File: src/rtl/core_pkg.sv
// Shared RV32I core definitions: reset defaults, fetch FSM encoding and the
// base opcode map that decode and immediate generation key on.
package core_pkg;

  localparam logic [31:0] NOP_INSTR            = 32'h0000_0013;
  localparam logic [31:0] RESET_VECTOR_DEFAULT = 32'h0000_0000;

  typedef enum logic [1:0] {
    FETCH_IDLE = 2'd0,
    FETCH_REQ  = 2'd1,
    FETCH_WAIT = 2'd2
  } fetch_state_e;

  localparam logic [6:0] OPC_LUI    = 7'b0110111;
  localparam logic [6:0] OPC_AUIPC  = 7'b0010111;
  localparam logic [6:0] OPC_JAL    = 7'b1101111;
  localparam logic [6:0] OPC_JALR   = 7'b1100111;
  localparam logic [6:0] OPC_BRANCH = 7'b1100011;
  localparam logic [6:0] OPC_LOAD   = 7'b0000011;
  localparam logic [6:0] OPC_STORE  = 7'b0100011;
  localparam logic [6:0] OPC_OP_IMM = 7'b0010011;
  localparam logic [6:0] OPC_OP     = 7'b0110011;
  localparam logic [6:0] OPC_SYSTEM = 7'b1110011;

  function automatic logic [31:0] word_align(input logic [31:0] addr);
    return {addr[31:2], 2'b00};
  endfunction

endpackage

File: src/rtl/fetch_fifo.sv
// Synchronous FIFO of {pc, instr} entries between fetch and decode.
// Flush wins over a same-cycle push or pop.
module fetch_fifo #(
  parameter int DEPTH = 2
) (
  input  logic                   clk,
  input  logic                   rst_n,
  input  logic                   push,
  input  logic                   pop,
  input  logic                   flush,
  input  logic [63:0]            wdata,
  output logic [63:0]            rdata,
  output logic [$clog2(DEPTH):0] count,
  output logic                   full,
  output logic                   empty
);

  localparam int AW = $clog2(DEPTH);
  localparam int CW = AW + 1;

  logic [63:0]   mem [DEPTH];
  logic [AW-1:0] wr_ptr;
  logic [AW-1:0] rd_ptr;
  logic          do_push;
  logic          do_pop;

  assign full    = (count == CW'(DEPTH));
  assign empty   = (count == '0);
  assign do_push = push && !flush && !full;
  assign do_pop  = pop && !flush && !empty;
  assign rdata   = mem[rd_ptr];

  always_ff @(posedge clk or negedge rst_n) begin
    if (!rst_n) begin
      wr_ptr <= '0;
      rd_ptr <= '0;
      count  <= '0;
    end else if (flush) begin
      wr_ptr <= '0;
      rd_ptr <= '0;
      count  <= '0;
    end else begin
      if (do_push) wr_ptr <= wr_ptr + AW'(1);
      if (do_pop)  rd_ptr <= rd_ptr + AW'(1);
      count <= count + CW'(do_push) - CW'(do_pop);
    end
  end

  always_ff @(posedge clk) begin
    if (do_push) mem[wr_ptr] <= wdata;
  end

endmodule

File: src/rtl/instruction_fetch_unit.sv
// RV32I fetch stage: owns the PC, keeps one imem read in flight and feeds
// decode from a small FIFO; redirects flush the FIFO and drop stale data.
//
// state      | meaning
// FETCH_IDLE | no request; waiting for a free FIFO slot
// FETCH_REQ  | imem_req_o high at fetch_pc, holding until granted
// FETCH_WAIT | request granted, waiting for rvalid (dropped if discard set)
module instruction_fetch_unit
  import core_pkg::*;
#(
  parameter logic [31:0] RESET_VECTOR = RESET_VECTOR_DEFAULT,
  parameter int          FIFO_DEPTH   = 2
) (
  input  logic        clk,
  input  logic        rst_n,
  output logic        imem_req_o,
  output logic [31:0] imem_addr_o,
  input  logic        imem_gnt_i,
  input  logic        imem_rvalid_i,
  input  logic [31:0] imem_rdata_i,
  input  logic        redirect_i,
  input  logic [31:0] redirect_pc_i,
  output logic        instr_valid_o,
  input  logic        instr_ready_i,
  output logic [31:0] instr_o,
  output logic [31:0] pc_o
);

  localparam int              CW      = $clog2(FIFO_DEPTH) + 1;
  localparam logic [CW-1:0]   DEPTH_C = CW'(FIFO_DEPTH);

  fetch_state_e  state, state_d;
  logic [31:0]   fetch_pc, fetch_pc_d;
  logic          discard, discard_d;
  logic          push, pop;
  logic [63:0]   head;
  logic [CW-1:0] count, count_after;
  logic          full, empty;

  fetch_fifo #(.DEPTH(FIFO_DEPTH)) u_fifo (
    .clk   (clk),
    .rst_n (rst_n),
    .push  (push),
    .pop   (pop),
    .flush (redirect_i),
    .wdata ({fetch_pc, imem_rdata_i}),
    .rdata (head),
    .count (count),
    .full  (full),
    .empty (empty)
  );

  assign push = (state == FETCH_WAIT) && imem_rvalid_i && !discard && !redirect_i;
  assign pop  = instr_valid_o && instr_ready_i;
  // Occupancy after this edge; a new request needs a slot guaranteed for its response.
  assign count_after = redirect_i ? '0 : count + CW'(push) - CW'(pop);

  always_ff @(posedge clk or negedge rst_n) begin
    if (!rst_n) begin
      state    <= FETCH_IDLE;
      fetch_pc <= RESET_VECTOR;
      discard  <= 1'b0;
    end else begin
      state    <= state_d;
      fetch_pc <= fetch_pc_d;
      discard  <= discard_d;
    end
  end

  always_comb begin
    state_d    = state;
    discard_d  = discard;
    fetch_pc_d = fetch_pc;
    case (state)
      FETCH_IDLE: begin
        if (redirect_i || !full) state_d = FETCH_REQ;
      end
      FETCH_REQ: begin
        if (imem_gnt_i) begin
          state_d   = FETCH_WAIT;
          discard_d = redirect_i;
        end
      end
      FETCH_WAIT: begin
        if (imem_rvalid_i) begin
          discard_d = 1'b0;
          state_d   = (count_after < DEPTH_C) ? FETCH_REQ : FETCH_IDLE;
        end else if (redirect_i) begin
          discard_d = 1'b1;
        end
      end
      default: state_d = FETCH_IDLE;
    endcase
    if (redirect_i)  fetch_pc_d = word_align(redirect_pc_i);
    else if (push)   fetch_pc_d = fetch_pc + 32'd4;
  end

  assign imem_req_o    = (state == FETCH_REQ);
  assign imem_addr_o   = fetch_pc;
  assign instr_valid_o = !empty && !redirect_i;
  assign instr_o       = empty ? NOP_INSTR : head[31:0];
  assign pc_o          = empty ? 32'h0 : head[63:32];

endmodule

File: config.mk
export PLATFORM = sky130hd
export DESIGN_NAME = instruction_fetch_unit
export DESIGN_NICKNAME = d
export VERILOG_FILES = /design/src/rtl/core_pkg.sv /design/src/rtl/fetch_fifo.sv /design/src/rtl/instruction_fetch_unit.sv
export SDC_FILE = /design/constraint.sdc
export NUM_CORES = 1
export LEC_CHECK = 0
export ABC_AREA = 1
export CORE_MARGIN = 4
export CORE_UTILIZATION = 46
export CTS_CLUSTER_SIZE = 25
export DETAILED_ROUTE_END_ITERATION = 12
export PLACE_DENSITY_LB_ADDON = 0.1
export SLEW_MARGIN = 20
export SYNTH_ARGS = -nofsm -noshare
export SYNTH_HDL_FRONTEND = slang
export SYNTH_SLANG_ARGS = --single-unit
File: constraint.sdc
create_clock -name clk -period 3.8 [get_ports clk]
set_input_delay 0.76 -clock clk [delete_from_list [all_inputs] [get_ports clk]]
set_output_delay 0.76 -clock clk [all_outputs]
set_load 0.005 [all_outputs]
# Word-level counts from Yosys, hierarchy flattened
# Memories as Yosys holds them, arrays and structs flattened.
# Cells that the tools add are included.
[word_totals]
inputBits = 70
ram_bits = 128
reg_bits = 39
mem_count = 1
word_cells = 65
[op_classes]
n_eq_ne = 7
mux = 21
order_cmp = 1
n_addsub = 7
n_reduce_logical = 22
[memory_table]
columns = ["memory", "depth", "word_bits", "read_ports", "rd_ports_with_merged_regs", "write_ports", "line_no", "source"]
rows = [
  ["u_fifo.mem", 2, 64, 1, 0, 1, "fetch_fifo.sv:21", "logic [63:0] mem [DEPTH];"],
]
[ops]
columns = ["cell", "n"]
rows = [
  ["two-way mux 32 bit", 4],
  ["adder 32 x 3 -> 32 bit, second input constant", 1],
  ["two-way mux 1 bit", 10],
  ["two-way mux 2 bit", 5],
  ["logical AND 1 bit", 9],
  ["nonzero test 2 bit", 4],
  ["case mux 2 bit (3 select lines)", 1],
  ["AND reduction 3 bit", 2],
  ["adder 2 x 1 -> 2 bit", 2],
  ["== test 2 bit, second input constant", 2],
  ["zero test 1 bit", 4],
  ["zero test 2 bit", 2],
  ["inequality test 2 bit, second input constant", 2],
  ["subtractor 2 x 1 -> 2 bit", 2],
  ["inequality test 3 bit, second input constant", 1],
  ["adder 1 bit, second input constant", 2],
  ["== test 2 x 1 -> 1 bit, second input constant", 1],
  ["less-than comparator 2 bit, second input constant", 1],
  ["inequality test 2 x 1 -> 1 bit, second input constant", 1],
  ["case mux 1 bit (2 select lines)", 1],
  ["logical OR 1 bit", 1],
]

# Longest topological paths before layout
# Gate-level depths: netlist of the first run.
[depth]
depth_word = 11
ltp_mapped = 11
depth_no_buf = 11

# Modules after synthesis
# Synthesis of the first run repeated with hierarchy kept, for this count alone.
[hier_totals]
cells_unflattened = 895
hier_area_um2 = 7901.3
[modules_own_cells]
columns = ["mod", "cells_each", "seq_area_each_um2", "area_per_inst_um2", "n_inst"]
rows = [
  ["fetch_fifo", 371, 3943.8, 4909.7, 1],
  ["instruction_fetch_unit", 524, 825.8, 2991.6, 1],
]

# Worst setup path after synthesis of the first run
# Ideal clock, no wire load.
[synth_path]
path_kind = "in2reg"
startpoint = "in redirect_i"
endpoint = "mem u_fifo.mem[0][0], enable pin"
stages = 4
setup_ns = 0.482
arrival_ns = 3.799
slack_ns = -0.481
path_cell_list = "buf_4 -> nor2_8 -> o21ai_2 -> nor2_1"
[synth_between]
elab_chain_cells = 6
[synth_lines]
columns = ["element", "line_no", "source"]
rows = [
  ["start, declared", "instruction_fetch_unit.sv:21", "input logic redirect_i,"],
  ["zero test 1 bit *", "fetch_fifo.sv:29, instruction_fetch_unit.sv:53", ""],
  ["logical AND 1 bit", "instruction_fetch_unit.sv:53", "assign push = (state == FETCH_WAIT) && imem_rvalid_i && !discard && !redirect_i;"],
  ["logical AND 1 bit * (2 in series)", "fetch_fifo.sv:29", "assign do_push = push && !flush && !full;"],
  ["two-way mux 1 bit *", "fetch_fifo.sv:50", "if (do_push) mem[wr_ptr] <= wdata;"],
  ["two-way mux 1 bit (implied by the code) *", "fetch_fifo.sv:50", ""],
  ["end, declared", "fetch_fifo.sv:21", ""],
]
# Mark *: on every way between the ends. The rest lies on a longest branch, timed or not.

# Worst setup path in the final report of the first run
[layout_path]
startpoint = "reg u_fifo.count[1]"
endpoint = "out pc_o[18]"
[layout_between]
elab_chain_cells = 2
[layout_lines]
columns = ["element", "line_no", "source"]
rows = [
  ["start, declared", "fetch_fifo.sv:13", "output logic [$clog2(DEPTH):0] count,"],
  ["start signal, assigned", "fetch_fifo.sv:45", "count <= count + CW'(do_push) - CW'(do_pop);"],
  ["zero test 2 bit", "fetch_fifo.sv:28", "assign empty = (count == '0);"],
  ["two-way mux 32 bit", "instruction_fetch_unit.sv:102", "assign pc_o = empty ? 32'h0 : head[63:32];"],
  ["end, declared", "instruction_fetch_unit.sv:26", "output logic [31:0] pc_o"],
]
# Every way passes these cells.

==> results.md, run 1 <==
* Status: complete, no violations
* Sequential fraction of the synthesis area at 0.6288
* WP data required at ~3.0 ns
* Post-synthesis cell area at ~7400 um2
* Final slew viol count at 0
* Power per Cell Area at 493.1 nW/um2
* Top FF cell, synth: edfxtp_1
* RePlAce Congestion at 0.9421
* Worst hold path class: in2async
* Final std cells w/o fill at roughly 1200
* Row Count at 46
* Final period utilization at 0.8246
* Die height at 134.8 um
* Final setup viols at 0
* Worst-Skew Late Latency at 0.42 ns
* Synthesized instance count at between 700 and 800
* RSZ-0062 raised after global routing: false
* Setup Crit Path Kind: reg2out
* Crit path launch: u_fifo.count[1]
* Hold buffer count at cts at 0
* EDFF count, synth at 124
* # nets final at 1005
* Clk pin slew, worst setup/hold paths at 0.06 ns
* Depth of the CTS H-tree at 4
* FF-to-FF Start: state[0]
* Gr ovfl total at 0
* Share of cells above drive strength 1 at 0.07521
* Startpoint types: register
* Area growth syn-to-layout at 33.67%
* Max-Cap Viols at 0
* Worst Setup End Kind: primary output
* Yosys top cell area share at 0.5036
* Post-cts repair resize count at 0
* Avg Cell Area, Syn at roughly 9.6 um2
* GRT Overall Usage at 0.2124
* Largest net degree at the start of global routing at 65
* FMAX at 0.3191 GHz
* Clk root buf: clkbuf_16
* Flops & latches, synth at 161
* Crit path max fanout at 23
* Io pins at approximately 170
* Initial antenna violation count at 0
* Total power at 4874 uW
* Dpl hpwl at between 10000 and 15000 um
* Hold Violations, Final at 0
* Setup TNS at 0 ns
* Commonest non-fill, non-tap cell in the layout: nand2_1
* Ant diodes at 0
* Async SR Flop Fraction at 0.2298
* Final worst setup slack at 0.6666 ns
* DR pass1 iterations at 5
* Port bufs at approximately 160
* Die area at between 15000 and 20000 um2
* Vias per cell at about 5.1
* Pre-CTS WS at a little over 0.8 ns
* 1st-iter DRT viols at 427
* Post-CTS setup buffers at 0
* Routed Antenna Nets at 0
* Final min period at 3.133 ns
* Slew margin rel. at 0.3900
* Leakage dissipation at 0.003788 uW
* Maximum vdd drop at 294.3 uV
* First-pass GRT wire length at just over 30000 um
* CTS tree: built
* Die width at 134.8 um
* Remaining DRCs at 0
* Final WL at 18800 um
* TritonCTS buffer count at 17
* Synth area leader: edfxtp_1
* Vias in the first global route at 5918
* Synth warnings at 0
* Via count at 5889
* Post-DR wirelength/cell at 16.20 um
* Worst-Margin Slew at ~0.91 ns
* Clk buf depth at 2
* Sink Count at 161
* Post-synth cell types at 36
* Fin util at 0.6245
* Filler Cell Count at 1297
* Initial core utilization at 0.4672
* Most area-consuming cells after synthesis: edfxtp_1 (50%), nand2_1 (14%), dfrtp_1 (13%), a21oi_1 (4.5%), nor2_1 (3.9%)
* Most frequent cells in the layout: nand2_1 (273), clkdlybuf4s50_1 (160), edfxtp_1 (124)
* WP data arrival at 2.37 ns
* CORE AREA at 15830 um2
* Dpl cells at 1128
* Final Skew at 0.008302 ns
==> registers in the layout, indices dropped and copies added, names as in the netlist <==
| signal | cells |
|---|---|
| u_fifo.rd_ptr | 1 |
| u_fifo.mem | 124 |
| state | 2 |
| u_fifo.wr_ptr | 1 |
| discard | 1 |
| imem_addr_o | 30 |
| u_fifo.count | 2 |
==> worst paths after layout <==
check / to / slack, ns / cells after the start
worst max-delay path: pc_o[18] / 0.67 / 4
worst min-delay path: u_fifo.count[0] / 0.47 / 1
worst max register to register: u_fifo.mem[1][20] / 1.57 / 6
worst min register to register: u_fifo.mem[1][63] / 0.54 / 0
max in group asynchronous: u_fifo.rd_ptr / 2.70 / 1
min in group clk: u_fifo.mem[1][63] / 0.54 / 0
==> routing by layer <==
layer	global-route usage	share of wire	up-vias
li1	-	-	2885
met1	0.2699	0.42	2794
met4	0.06561	0.018	0
met2	0.3677	0.51	177
met5	0	0	-
met3	0.04285	0.054	33
==> report_power, final <==
| part | total [uW] | switching [uW] | internal [uW] |
|---|---|---|---|
| Combinational | 840 | 440 | 400 |
| Clock | 1850 | 686 | 1170 |
| Sequential | 2180 | 146 | 2030 |
==> worst max-delay path, stage by stage, from the launching register on <==
cell,delay (ns)
dfrtp_1,0.46
nor2_4,0.52
buf_4,0.39
a21oi_1,0.08
clkdlybuf4s50_1,0.49
==> layout make-up <==
| type | count | area [um2] | share of cell area |
|---|---|---|---|
| Timing Repair Buffer | 172 | 1714 | 0.1734 |
| Inverter | 50 | 192.7 | 0.01949 |
| Sequential cell | 161 | 4651 | 0.4705 |
| Clock inverter | 13 | 207.7 | 0.02101 |
| Tap cell | 216 | 270.3 | 0.02734 |
| Clock buffer | 19 | 432.9 | 0.04380 |
| Multi-Input combinational cell | 529 | 2416 | 0.2444 |
==> per-stage QoR <==
| step | hold WS [ns] | area (um2) |
|---|---|---|
| 2_1_floorplan | 0.4644 | 7406 |
| 3_3_place_gp | 0.5295 | 9244 |
| 3_5_place_dp | 0.5368 | 9244 |
| 4_1_cts | 0.4998 | 9884 |
| 5_1_grt | 0.5309 | 9884 |
| 6_report | 0.4713 | 9884 |
==> logic make-up (layout without fill, tap and decap cells) <==
kind of cell               Yosys count  after routing  share of synthesized area
and+or+nand+nor                    421            421                     0.2409
adders and majority gates            4              4                   0.006768
AOI/OAI and AO/OA                   95             95                    0.06802
other                                1              4                  0.0005071
DFF                                161            161                     0.6288
xor gates and xnor gates             5              5                   0.005923
buffers and inverters               83            254                    0.04907
==> cells in the mapped netlist, drive strengths merged (3+ instances only) <==
library cell  number
buf               16
nor2              88
dfrtp             37
o21ai             20
xor2               3
o211ai             5
nand3b             3
clkbuf            17
ha                 4
nand2            275
nand3             48
nand4              5
a21oi             66
inv               50
edfxtp           124
Power figures use the tool's default switching activity.
==> run 2: changes to the inputs <==
Settings changed: CORE_UTILIZATION 46 to 50.
Clock period 3.8 ns to 3 ns, I/O delays scaled along.
==> run 2 against run 1 <==
  * Non-clock buffer count grew 1
  * Critical endpoint is now instr_o[22]
  * Utilization is 5.6 points higher
  * Global-route usage up 1.4 points
  * Clock skew is 0.0019 ns higher
==> results.md, run 2 (synthesis results as in run 1) <==
* Status: complete, no violations
* Port bufs at 161 (unchanged)
* DR pass1 iterations at 5 (unchanged)
* Ant diodes at 0 (unchanged)
* Final period utilization at 0.8987
* Max-Cap Viols at 0 (unchanged)
* Post-CTS setup buffers at 0 (unchanged)
* Die area at 16800 um2 (-7.5%)
* Dpl hpwl at 12630 um (-2.8%)
* Startpoint types: register
* Post-cts repair resize count at 0 (unchanged)
* CTS tree: built
* RSZ-0062 raised after global routing: false
* Slew margin rel. at 0.5007 (+0.1107)
* Initial antenna violation count at 0 (unchanged)
* Final worst setup slack at 0.3038 ns (-0.3629 ns)
* Setup TNS at 0 ns (unchanged)
* 1st-iter DRT viols at 398 (-6.8%)
* Leakage dissipation at 0.003806 uW (+0.48%)
* Critical R2R Capture: u_fifo.mem[0][11]
* Gr ovfl total at 0 (unchanged)
* RePlAce Congestion at 0.9261 (-1.7%)
* Worst path max stage delay at 0.46 ns (-0.06 ns)
* CP max-delay cell: clkdlybuf4s50_1
* Worst-Margin Slew at 0.7478 ns (-0.1671 ns)
* CP cell instances: nor2_4, buf_4, a21oi_1, clkdlybuf4s50_1
* Power per Cell Area at 622.7 nW/um2 (+26%)
* Routed Antenna Nets at 0 (unchanged)
* Hold buffer count at cts at 0 (unchanged)
* Maximum vdd drop at 435.9 uV (+48%)
* Row Count at 44 (-4.3%)
* Die width at 129.6 um (-3.8%)
* Worst-Skew Late Latency at 0.43 ns (about the same)
* Crit path max fanout at 24 (+4.3%)
* Reg2reg setup slack at 0.94 ns (-0.63 ns)
* Largest net degree at the start of global routing at 62 (-4.6%)
* Sink Count at 161 (unchanged)
* FF-to-FF Start: state[0]
* First-pass GRT wire length at 29410 um (-3.0%)
* Remaining DRCs at 0 (unchanged)
* Final WL at 18460 um (-1.8%)
* Clk buf depth at 2 (unchanged)
* Most frequent cells in the layout: nand2_1 (273), clkdlybuf4s50_1 (161), edfxtp_1 (124)
* Max FFs per register at 124 (unchanged)
* Setup Crit Path Kind: reg2out
* Largest Register: u_fifo.mem
* Dpl cells at 1097 (-2.7%)
* FMAX at 0.3709 GHz
* TritonCTS buffer count at 17 (unchanged)
* Final Skew at 0.01022 ns (+0.001915 ns)
* Commonest non-fill, non-tap cell in the layout: nand2_1
* Clk root buf: clkbuf_16
* Clk pin slew, worst setup/hold paths at 0.07 ns (about the same)
* Final setup viols at 0 (unchanged)
* Vias per cell at 5.322 (+4.8%)
* Final slew viol count at 0 (unchanged)
* WP data arrival at 2.10 ns (-0.27 ns)
* Total power at 6156 uW (+26%)
* Initial core utilization at 0.5088 (+0.04159)
* Pre-CTS WS at 0.3744 ns (-0.4471 ns)
* # nets final at 1006 (+0.10%)
* Via count at 6009 (+2.0%)
* Worst Setup End Kind: primary output
* Share of cells above drive strength 1 at 0.07725 (+0.002037)
* Area growth syn-to-layout at 33.69% (about the same)
* Die height at 129.6 um (-3.8%)
* Depth of the CTS H-tree at 4 (unchanged)
* CORE AREA at 14530 um2 (-8.2%)
* Post-DR wirelength/cell at 16.35 um (+0.90%)
* Final min period at 2.696 ns
* WP data required at 2.40 ns (-0.64 ns)
* R2R depth at 6 (unchanged)
* Final std cells w/o fill at 1129 (-2.7%)
* Worst hold path class: in2async
* GRT Overall Usage at 0.2261 (+0.01375)
* Io pins at 168 (unchanged)
* Vias in the first global route at 5899 (-0.32%)
* Hold Violations, Final at 0 (unchanged)
[run 2: final cells by class]
class | instances | area, um2
clock inverter | 15 | 206.4
fill | 1148 | 4648
tap | 184 | 230.2
sequential | 161 | 4651
timing repair buffer | 173 | 1764
inverter | 50 | 192.7
clock buffer | 17 | 425.4
multi-input combinational | 529 | 2416
[run 2: metal layers]
layer | track usage | part of all wire
met2 | 0.3825 | 0.50
met4 | 0.09658 | 0.025
met5 | 0 | 0
met1 | 0.2874 | 0.41
met3 | 0.04040 | 0.062
[run 2: power breakdown]
part	total, uW	internal, uW	switching [uW]
Clock	2320	1410	916
Sequential	2770	2580	193
Combinational	1060	520	545
Total	6160	4500	1650
[run 2: how the worst max path moves through the flow]
stage,slack (ns),end,from
2_1_floorplan,-0.08,u_fifo.mem[0][0],redirect_i
3_3_place_gp,0.41,u_fifo.mem[0][42],imem_rvalid_i
3_5_place_dp,0.37,u_fifo.mem[1][60],imem_rvalid_i
4_1_cts,0.26,pc_o[24],u_fifo.rd_ptr
5_1_grt,0.17,instr_o[16],u_fifo.count[1]
6_report,0.30,instr_o[22],u_fifo.count[1]
[run 2: critical path: cells and delay by family, from the launching register on]
| family | cells | cell delay, ns |
|---|---|---|
| buf+inv | 2 | 0.80 |
| simple gates | 1 | 0.33 |
| flops | 1 | 0.45 |
| compound gates | 1 | 0.09 |
[run 2: through the flow]
stage            util  instance area (um2)  hold WS (ns)
4_1_cts        0.6802                 9886        0.5524
3_5_place_dp   0.6367                 9254        0.5378
6_report       0.6802                 9886        0.5663
2_1_floorplan       -                 7411        0.3044
5_1_grt        0.6802                 9886        0.5839
3_3_place_gp   0.6367                 9254        0.5191
==> run 3: changes to the inputs <==
Settings changed: CTS_CLUSTER_DIAMETER set to 30, CTS_CLUSTER_SIZE 25 to 8.
==> results of run 3 <==
Same layout as run 2: the final DEF is identical, and so are final timing and power.
